<file path="config.mk">
export PLATFORM = sky130hd
export DESIGN_NAME = apb_slave_mem
export DESIGN_NICKNAME = d
export VERILOG_FILES = /design/src/rtl/apb_slave_mem.sv
export SDC_FILE = /design/constraint.sdc
export NUM_CORES = 2
export LEC_CHECK = 0
export CAP_MARGIN = 20
export CORE_MARGIN = 2
export CORE_UTILIZATION = 59
export CTS_BUF_LIST = sky130_fd_sc_hd__clkbuf_4 sky130_fd_sc_hd__clkbuf_8
export DETAILED_ROUTE_END_ITERATION = 10
export MAX_ROUTING_LAYER = met4
export PLACE_DENSITY = 0.78
export REMOVE_ABC_BUFFERS = 1
export SYNTH_ARGS = -nofsm -noshare
export SYNTH_HDL_FRONTEND = slang
export SYNTH_SLANG_ARGS = --single-unit
</file>
<file path="constraint.sdc">
create_clock -name PCLK -period 2.64 [get_ports PCLK]
set_input_delay 0.396 -clock PCLK [delete_from_list [all_inputs] [get_ports PCLK]]
set_output_delay 0.396 -clock PCLK [all_outputs]
set_load 0.05 [all_outputs]
</file>
<file path="src/rtl/apb_slave_mem.sv">
// APB4 completer backed by a word-addressed register memory with programmable wait states.
// Optional build macro APB_SLV_PROT_EN: unprivileged writes at or above word PROT_BASE are rejected.
module apb_slave_mem #(
  parameter int ADDR_WIDTH  = 32,
  parameter int DATA_WIDTH  = 32,
  parameter int MEM_DEPTH   = 64,
  parameter int WAIT_STATES = 0,
  parameter int PROT_BASE   = 32
) (
  input  logic                    PCLK,
  input  logic                    PRESET,
  input  logic                    PSEL,
  input  logic                    PENABLE,
  input  logic                    PWRITE,
  input  logic [ADDR_WIDTH-1:0]   PADDR,
  input  logic [DATA_WIDTH-1:0]   PWDATA,
  input  logic [DATA_WIDTH/8-1:0] PSTRB,
  input  logic [2:0]              PPROT,
  output logic [DATA_WIDTH-1:0]   PRDATA,
  output logic                    PREADY,
  output logic                    PSLVERR
);
  localparam int STRB_W = DATA_WIDTH/8;
  localparam int IDX_W  = $clog2(MEM_DEPTH);
  localparam logic [ADDR_WIDTH:0] MEM_BYTES = (ADDR_WIDTH+1)'(MEM_DEPTH*4);

  typedef enum logic [1:0] {S_IDLE, S_WAIT, S_READY} state_t;

  state_t                  state_q, state_d;
  logic [3:0]              cnt_q, cnt_d;
  logic [IDX_W-1:0]        idx_q, idx_d;
  logic                    write_q, write_d;
  logic [DATA_WIDTH-1:0]   wdata_q, wdata_d;
  logic [STRB_W-1:0]       strb_q, strb_d;
  logic                    err_q, err_d;
  logic                    pready_q, pready_d;
  logic                    pslverr_q, pslverr_d;
  logic [DATA_WIDTH-1:0]   prdata_q, prdata_d;
  logic [DATA_WIDTH-1:0]   mem_q [MEM_DEPTH];
  logic                    mem_we;

  logic [IDX_W-1:0]        setup_idx;
  logic                    setup_err;
  logic                    prot_err;
  logic                    unused_prot;
  logic                    to_ready;
  logic [IDX_W-1:0]        rd_idx;
  logic                    rd_err;
  logic                    rd_write;

  assign setup_idx = PADDR[IDX_W+1:2];

`ifdef APB_SLV_PROT_EN
  localparam logic [IDX_W:0] PROT_IDX = (IDX_W+1)'(PROT_BASE);
  assign prot_err    = PWRITE && !PPROT[0] && ({1'b0, setup_idx} >= PROT_IDX);
  assign unused_prot = ^PPROT[2:1];
`else
  assign prot_err    = 1'b0;
  assign unused_prot = ^PPROT;
`endif

  assign setup_err = (PADDR[1:0] != 2'b00) || ({1'b0, PADDR} >= MEM_BYTES) || prot_err;

  // Handshake: a setup phase is PSEL=1/PENABLE=0 seen in IDLE; the transfer completes on the
  // edge where PSEL, PENABLE and PREADY are all high; PSEL dropping earlier abandons it.
  always_comb begin
    state_d   = state_q;
    cnt_d     = cnt_q;
    idx_d     = idx_q;
    write_d   = write_q;
    wdata_d   = wdata_q;
    strb_d    = strb_q;
    err_d     = err_q;
    pready_d  = 1'b0;
    pslverr_d = 1'b0;
    prdata_d  = '0;
    mem_we    = 1'b0;
    to_ready  = 1'b0;
    rd_idx    = idx_q;
    rd_err    = err_q;
    rd_write  = write_q;
    case (state_q)
      S_IDLE: begin
        if (PSEL && !PENABLE) begin
          idx_d   = setup_idx;
          write_d = PWRITE;
          wdata_d = PWDATA;
          strb_d  = PSTRB;
          err_d   = setup_err;
          cnt_d   = 4'(WAIT_STATES);
          if (WAIT_STATES == 0) begin
            state_d  = S_READY;
            to_ready = 1'b1;
            rd_idx   = setup_idx;
            rd_err   = setup_err;
            rd_write = PWRITE;
          end else begin
            state_d = S_WAIT;
          end
        end
      end
      S_WAIT: begin
        if (!PSEL) begin
          state_d = S_IDLE;
          cnt_d   = '0;
        end else begin
          cnt_d = cnt_q - 4'd1;
          if (cnt_q <= 4'd1) begin
            state_d  = S_READY;
            to_ready = 1'b1;
          end
        end
      end
      S_READY: begin
        state_d = S_IDLE;
        mem_we  = PSEL && PENABLE && write_q && !err_q;
      end
      default: state_d = S_IDLE;
    endcase
    // Read data is captured on entry to READY so it reflects every earlier committed write.
    if (to_ready) begin
      pready_d  = 1'b1;
      pslverr_d = rd_err;
      if (!rd_write && !rd_err) prdata_d = mem_q[rd_idx];
    end
  end

  always_ff @(posedge PCLK) begin
    if (PRESET) begin
      state_q   <= S_IDLE;
      cnt_q     <= '0;
      idx_q     <= '0;
      write_q   <= 1'b0;
      wdata_q   <= '0;
      strb_q    <= '0;
      err_q     <= 1'b0;
      pready_q  <= 1'b0;
      pslverr_q <= 1'b0;
      prdata_q  <= '0;
      for (int i = 0; i < MEM_DEPTH; i++) mem_q[i] <= '0;
    end else begin
      state_q   <= state_d;
      cnt_q     <= cnt_d;
      idx_q     <= idx_d;
      write_q   <= write_d;
      wdata_q   <= wdata_d;
      strb_q    <= strb_d;
      err_q     <= err_d;
      pready_q  <= pready_d;
      pslverr_q <= pslverr_d;
      prdata_q  <= prdata_d;
      if (mem_we) begin
        for (int b = 0; b < STRB_W; b++) begin
          if (strb_q[b]) mem_q[idx_q][8*b +: 8] <= wdata_q[8*b +: 8];
        end
      end
    end
  end

  assign PRDATA  = prdata_q;
  assign PREADY  = pready_q;
  assign PSLVERR = pslverr_q;

endmodule

</file>
## Word level (Yosys, flattened, before mapping)

Memories as Yosys holds them, arrays and structs flattened. A register that Yosys moved wholly into a read port is not among the register bits.
Cells that the tools add are included.

- Output and inout port bits: 34
- Logic and storage cells: 78
- Flip-flop bits (word level): 52
- Memories kept: 1
- RAM bits: 2048
- Input bits: 76

Memories:

| memory | depth | width | rd ports | clocked after memory_dff | write ports | line | source |
|---|---|---|---|---|---|---|---|
| mem_q | 64 | 32 | 1 | 1 | 64 | 39 | `logic [DATA_WIDTH-1:0] mem_q [MEM_DEPTH];` |

- Mux-type cells: 40
- Reductions and logical operators: 19
- Bitwise logic cells: 2
- $lt $le $gt $ge: 2
- Equal/unequal tests: 4
- Add/sub/neg operators: 1

Operators by type and width:

| cell | count |
|---|---|
| $ge A32 B9 Y1 const B | 1 |
| $mux W32 | 1 |
| $reduce_or A32 Y1 | 1 |
| $mux W1 | 27 |
| $mux W6 | 3 |
| $mux W4 | 3 |
| $pmux W4 S2 | 1 |
| $mux W2 | 3 |
| $reduce_and A2 Y1 | 3 |
| $logic_and A1 B1 Y1 | 5 |
| $le A4 B1 Y1 const B | 1 |
| $logic_not A1 Y1 | 4 |
| $pmux W2 S2 | 1 |
| $reduce_bool A2 Y1 | 2 |
| $sub A4 B1 Y4 const B | 1 |
| $ne A3 B3 Y1 const B | 1 |
| $reduce_or A3 Y1 | 1 |
| $eq A2 B1 Y1 const B | 1 |
| $eq A2 B2 Y1 const B | 1 |
| $logic_not A2 Y1 | 1 |
| $ne A2 B2 Y1 const B | 1 |
| $not A1 Y1 | 2 |
| $pmux W1 S2 | 1 |
| $reduce_or A2 Y1 | 1 |
| $logic_or A1 B1 Y1 | 1 |

## Longest topological paths before layout

- Word-level depth: 9
- Gate-level depth with buffers: 13
- Gate-level depth less buffers: 7

## Worst setup path before layout

Ideal clock, no wire load.

- Path type: in2reg
- Start: input port PENABLE
- End: register prdata_q[22], in the netlist PRDATA[22] (read register of mem_q)
- Stages on the path: 9
- Data arrival time: 2572 ps
- Library setup time: 60 ps
- Data required time: 2580 ps
- Path slack: 7 ps
- Path buffers: 3
- Cells stage by stage: or3b_1 buf_2 or3_1 a2111o_1 or3_1 buf_6 buf_6 nor4_1 a311o_1

- Longest elaborated chain between the ends: 8
- Elaborated cells between the ends (all ways): 16
- Those cells by class: mux (8); bitwise (2); reduce/logical (6)

RTL lines:

| item | line | source |
|---|---|---|
| start: declaration | 13 | `input logic PENABLE,` |
| $logic_not A1 Y1 (*) | 84 | `if (PSEL && !PENABLE) begin` |
| $logic_and A1 B1 Y1 (*) | 84 |  |
| $mux W1 (2 in series) | - |  |
| $logic_not A1 Y1 | 124 | `if (!rd_write && !rd_err) prdata_d = mem_q[rd_idx];` |
| $logic_and A1 B1 Y1 | 124 |  |
| $not A1 Y1 (no source line) | - |  |
| $reduce_or A3 Y1 (no source line) | - |  |
| end: declaration | 38 | `logic [DATA_WIDTH-1:0] prdata_q, prdata_d;` |

Every way passes the cells marked *; elsewhere a longest branch is shown, timed or not.
A chain may end at the register's enable or synchronous reset.

## Final worst setup path

- Start: register state_q[1]
- End: register prdata_q[23], in the netlist PRDATA[23] (read register of mem_q)

- Longest elaborated chain between the ends: 6
- Elaborated cells between the ends (all ways): 12
- Those cells by class: eq/ne (1); mux (4); bitwise (2); reduce/logical (5)

RTL lines:

| item | line | source |
|---|---|---|
| start: declaration | 29 | `state_t state_q, state_d;` |
| start signal: assignment | 142 | `state_q <= state_d;` |
| $logic_not A2 Y1 | 82 | `case (state_q)` |
| $mux W1 | - |  |
| $logic_not A1 Y1 | 124 |  |
| $logic_and A1 B1 Y1 | 124 |  |
| $not A1 Y1 (no source line) | - |  |
| $reduce_or A3 Y1 (no source line) | - |  |

Parallel ways exist; a longest one is shown, timed or not.

==> results <==
- The number of enable-type register cells in the synthesized netlist is 2048.
- The number of synthesized register bits is 2127.
- The synthesized design spends more area on one cell type than any other, namely sky130_fd_sc_hd__edfxtp_1.
- The final number of max-transition violations is 0.
- The floorplan row count is 150.
- Headroom to the max-slew limit came out at 0.276.
- After detailed routing, the number of remaining DRC violations is 0.
- The count of filler cells inserted in the layout is 10371.
- The effective utilization at floorplan is 0.594.
- In this run, distinct cell masters in the synthesized netlist total 53.
- The detailed router finished its first iteration with 11190 violations.
- In the synthesized netlist the dominant register cell turns out to be sky130_fd_sc_hd__edfxtp_1.
- After detailed routing, the average wire length per cell comes to 27.3 um.
- The maximum clock rate is 0.333 GHz.
- The maximum fanout encountered on the critical timing path is 17.
- The highest ir drop seen on vdd is 0.625 mV.
- The finished layout holds 12227 standard cells, fillers aside.
- After synthesis, the cell types taking the most area are sky130_fd_sc_hd__edfxtp_1 (62%), sky130_fd_sc_hd__and2_1 (13%), sky130_fd_sc_hd__nand2_1 (6.1%).
- The final reports fail on negative setup slack.
- After global routing the overflow that remains totals 0.
- The die covers 171000 um^2.
- The count of yosys warnings during synthesis is 0.
- Synthesis handed over a netlist of 8803 instances.
- The worst register-to-register path has a depth of 11.
- The die outline height is 414 um.
- In the layout the commonest cells are sky130_fd_sc_hd__and2_1 (2048), sky130_fd_sc_hd__edfxtp_1 (2048), sky130_fd_sc_hd__nand2_1 (1574).
- The wire length after detailed routing is between 300000 and 400000 um.
- The number of cells after detailed placement is 11378.
- Across all setup checks in the final design, the least slack found is -0.365 ns.
- In this run the worst hold path is classified as in -> reg.
- The flow ran to the end, but the final reports show violations.
- The net count of the finished layout is 9825.
- After floorplanning, the core was sized to cover 167000 um^2.
- Setup violations remaining at the end of the flow were counted as 40.
- The buffer cell driving the clock tree root is sky130_fd_sc_hd__clkbuf_8.
- STA classifies the critical path startpoint as a flip-flop.
- For this block, the via count after detailed routing is 76141.
- From synthesis to final layout, the design area changed by 23.7%.
- Dividing the final minimum period by the clock period gives 1.14.
- After clock tree synthesis, the clock-pin slew on the worst setup and hold paths is 0.06 ns.
- The number of hold-slack violations in the final timing report is 0.
- The signal arrival time at the worst endpoint is ~4 ns.
- The element type at the critical path end is a flip-flop.
- Dividing the detail-routed via count by the number of cells gives 6.23.
- Overall power consumption after layout is estimated at around 75 mW.
- Setup repair after global routing could not meet its margin everywhere.
- The worst-margin pin slew is 1.09 ns.
- The number of I/O port buffers is 106.
- The final RePlAce weighted congestion is 1.02.
- The horizontal die dimension is 414 um.
- The wire length of the first global-routing pass is 476000 um.
- The number of antenna violations at the first check in global routing is 17.
- In this run the count of I/O pins placed on the die edge is 110.
- In the synthesized netlist the async set-or-reset flop fraction comes to 0.
- Data on the critical path is required at its endpoint by 3.68 ns.
- The finished cells cover 123000 um^2.
- Across the whole layout, storage elements account for 63100 um^2.
- The source-to-sink clock delay at the later pin of the worst-skew pair is approximately 1.1 ns.
- The number of detailed-routing iterations run before antenna repair is 6.
- The worst hold path cell count is 3.
- The half-perimeter wire length after placement is between 200000 and 250000 um.
- The buffer levels on the longest clock path is 4.
- The number of clock sinks is 2127.
- Of the cells placed in the final design, the portion with a size suffix greater than 1 is 0.243.
- Summing every instance area after synthesis gives slightly below 100000 um^2.
- Entering global routing, the biggest net connects 145 pins.
- In this run the static leakage power is 46.6 nW.
- The placed cell area is around 110000 um^2.
- The portion of the post-synthesis area used by sequential elements is 0.636.
- TritonCTS built the clock tree.
- The total area of multi-input combinational cells is 36500 um^2.
- The final period demand of the worst path is 3.01 ns.
- The mean cell area of the mapped netlist is 11.3 um^2.
- The final clock skew is 0.0747 ns.
- CTS built an H-tree with a depth of 5.
- The count of nets left with antenna violations once routing finished came out at 0.
- The number of global-route vias before repair is 73779.
- Across every metal layer, demand over resource in global routing totals 0.388.
- The category of the most critical setup path is reg -> reg.
- The tool flagged a number of max-cap violations equal to 0.
- The share of synthesized area in the top cell type comes to 0.620.
- The power per unit of standard cell area is approximately 610 nW/um^2.
- Timing analysis after detailed placement gives a worst setup slack of -1.43 ns.
- Counting the buffers created by CTS gives 353.
## Yosys cell counts (all sizes together) (6+ instances only)
cell type and n:
a221oi 12, nand4 45, nor4 21, o2111ai 61, and2 2048, nor3 11
inv 49, edfxtp 2048, dfxtp 79, o221ai 8, mux2 6, o22ai 8
o21ai 29, mux2i 313, nand3 688, a22oi 7, nor2 305, a21oi 181
or2 257, a211oi 98, a32oi 79, buf 131, a2111oi 12, a311o 14
a221o 11, nand2 1609, a31oi 88, clkbuf 539
## cell type report
cell class,count,area share
clock buffers,475,0.0477
repair buffers,1261,0.110
multi-input cells,5957,0.298
flip-flops and latches,2127,0.514
inverters,49,0.00150
well taps,2204,0.0225
clock inverters,127,0.00537
diodes,27,0.000551
## per-layer routing
metal  vias up  track usage  wire length (um)
li1      32550            -                 -
met1     36672        0.481            114000
met2      5638        0.564            147000
met3      1281        0.103             45500
met4         0        0.256             26600
met5         -            -                 0
## registers in the layout, summed over array words and instances (netlist names)
name,count
state_q,1
PRDATA,32
PREADY,1
mem_q,2048
strb_q,4
PSLVERR,1
write_q,1
wdata_q,32
err_q,1
idx_q,6
## power by group
group	internal [mW]	total, mW	switching (mW)
Sequential	38.0	38.5	0.509
Clock	14.6	27.9	13.3
Combinational	3.19	8.45	5.26
## critical path, cell delays in order (launching register included)
cell	delay, ns
sky130_fd_sc_hd__dfxtp_2	0.33
sky130_fd_sc_hd__buf_6	0.13
sky130_fd_sc_hd__nor4bb_4	0.33
sky130_fd_sc_hd__buf_4	0.17
sky130_fd_sc_hd__a21o_4	0.17
sky130_fd_sc_hd__buf_6	0.16
sky130_fd_sc_hd__bufbuf_16	0.30
sky130_fd_sc_hd__nand2_1	0.13
sky130_fd_sc_hd__a32oi_2	0.30
sky130_fd_sc_hd__a31oi_4	0.22
sky130_fd_sc_hd__a2111oi_4	0.53
sky130_fd_sc_hd__a221o_1	0.19
## stage by stage
step	hold WS, ns	setup TNS, ns	util
6_report	0.110	-6.26	0.735
5_1_grt	0.0733	-7.02	0.734
4_1_cts	0.0414	-2.72	0.723
3_5_place_dp	0.452	-505.18	0.655
3_3_place_gp	0.445	-311.30	0.655
2_1_floorplan	0.430	-880.91	-
## logic make-up after synthesis
family / after synthesis / share of synthesized area
AOI/OAI and AO/OA: 626 / 0.0440
DFF: 2127 / 0.636
buffers and inverters: 719 / 0.0285
and+or+nand+nor: 5012 / 0.259
muxes: 319 / 0.0323
## worst paths after layout
kind / endpoint / start / slack (ns)
max: PRDATA[23]$_SDFF_PP0_ / state_q[1]$_SDFFE_PP0P_ / -0.37
max reg2reg: PRDATA[23]$_SDFF_PP0_ / state_q[1]$_SDFFE_PP0P_ / -0.37
min: wdata_q[25]$_SDFFE_PP0P_ / PWDATA[25] / 0.11
min reg2reg: strb_q[1]$_SDFFE_PP0P_ / strb_q[1]$_SDFFE_PP0P_ / 0.47
## repair_timing
item                       CTS  global route
hold buffers                33             0
hold endpoints to repair    33             0
cloned                      33            12
pin swaps                  188           167
buffers inserted           116            46
setup endpoints to repair  162            77
gates resized for setup    559           260
Note: power is estimated with default switching activity, not from simulation.
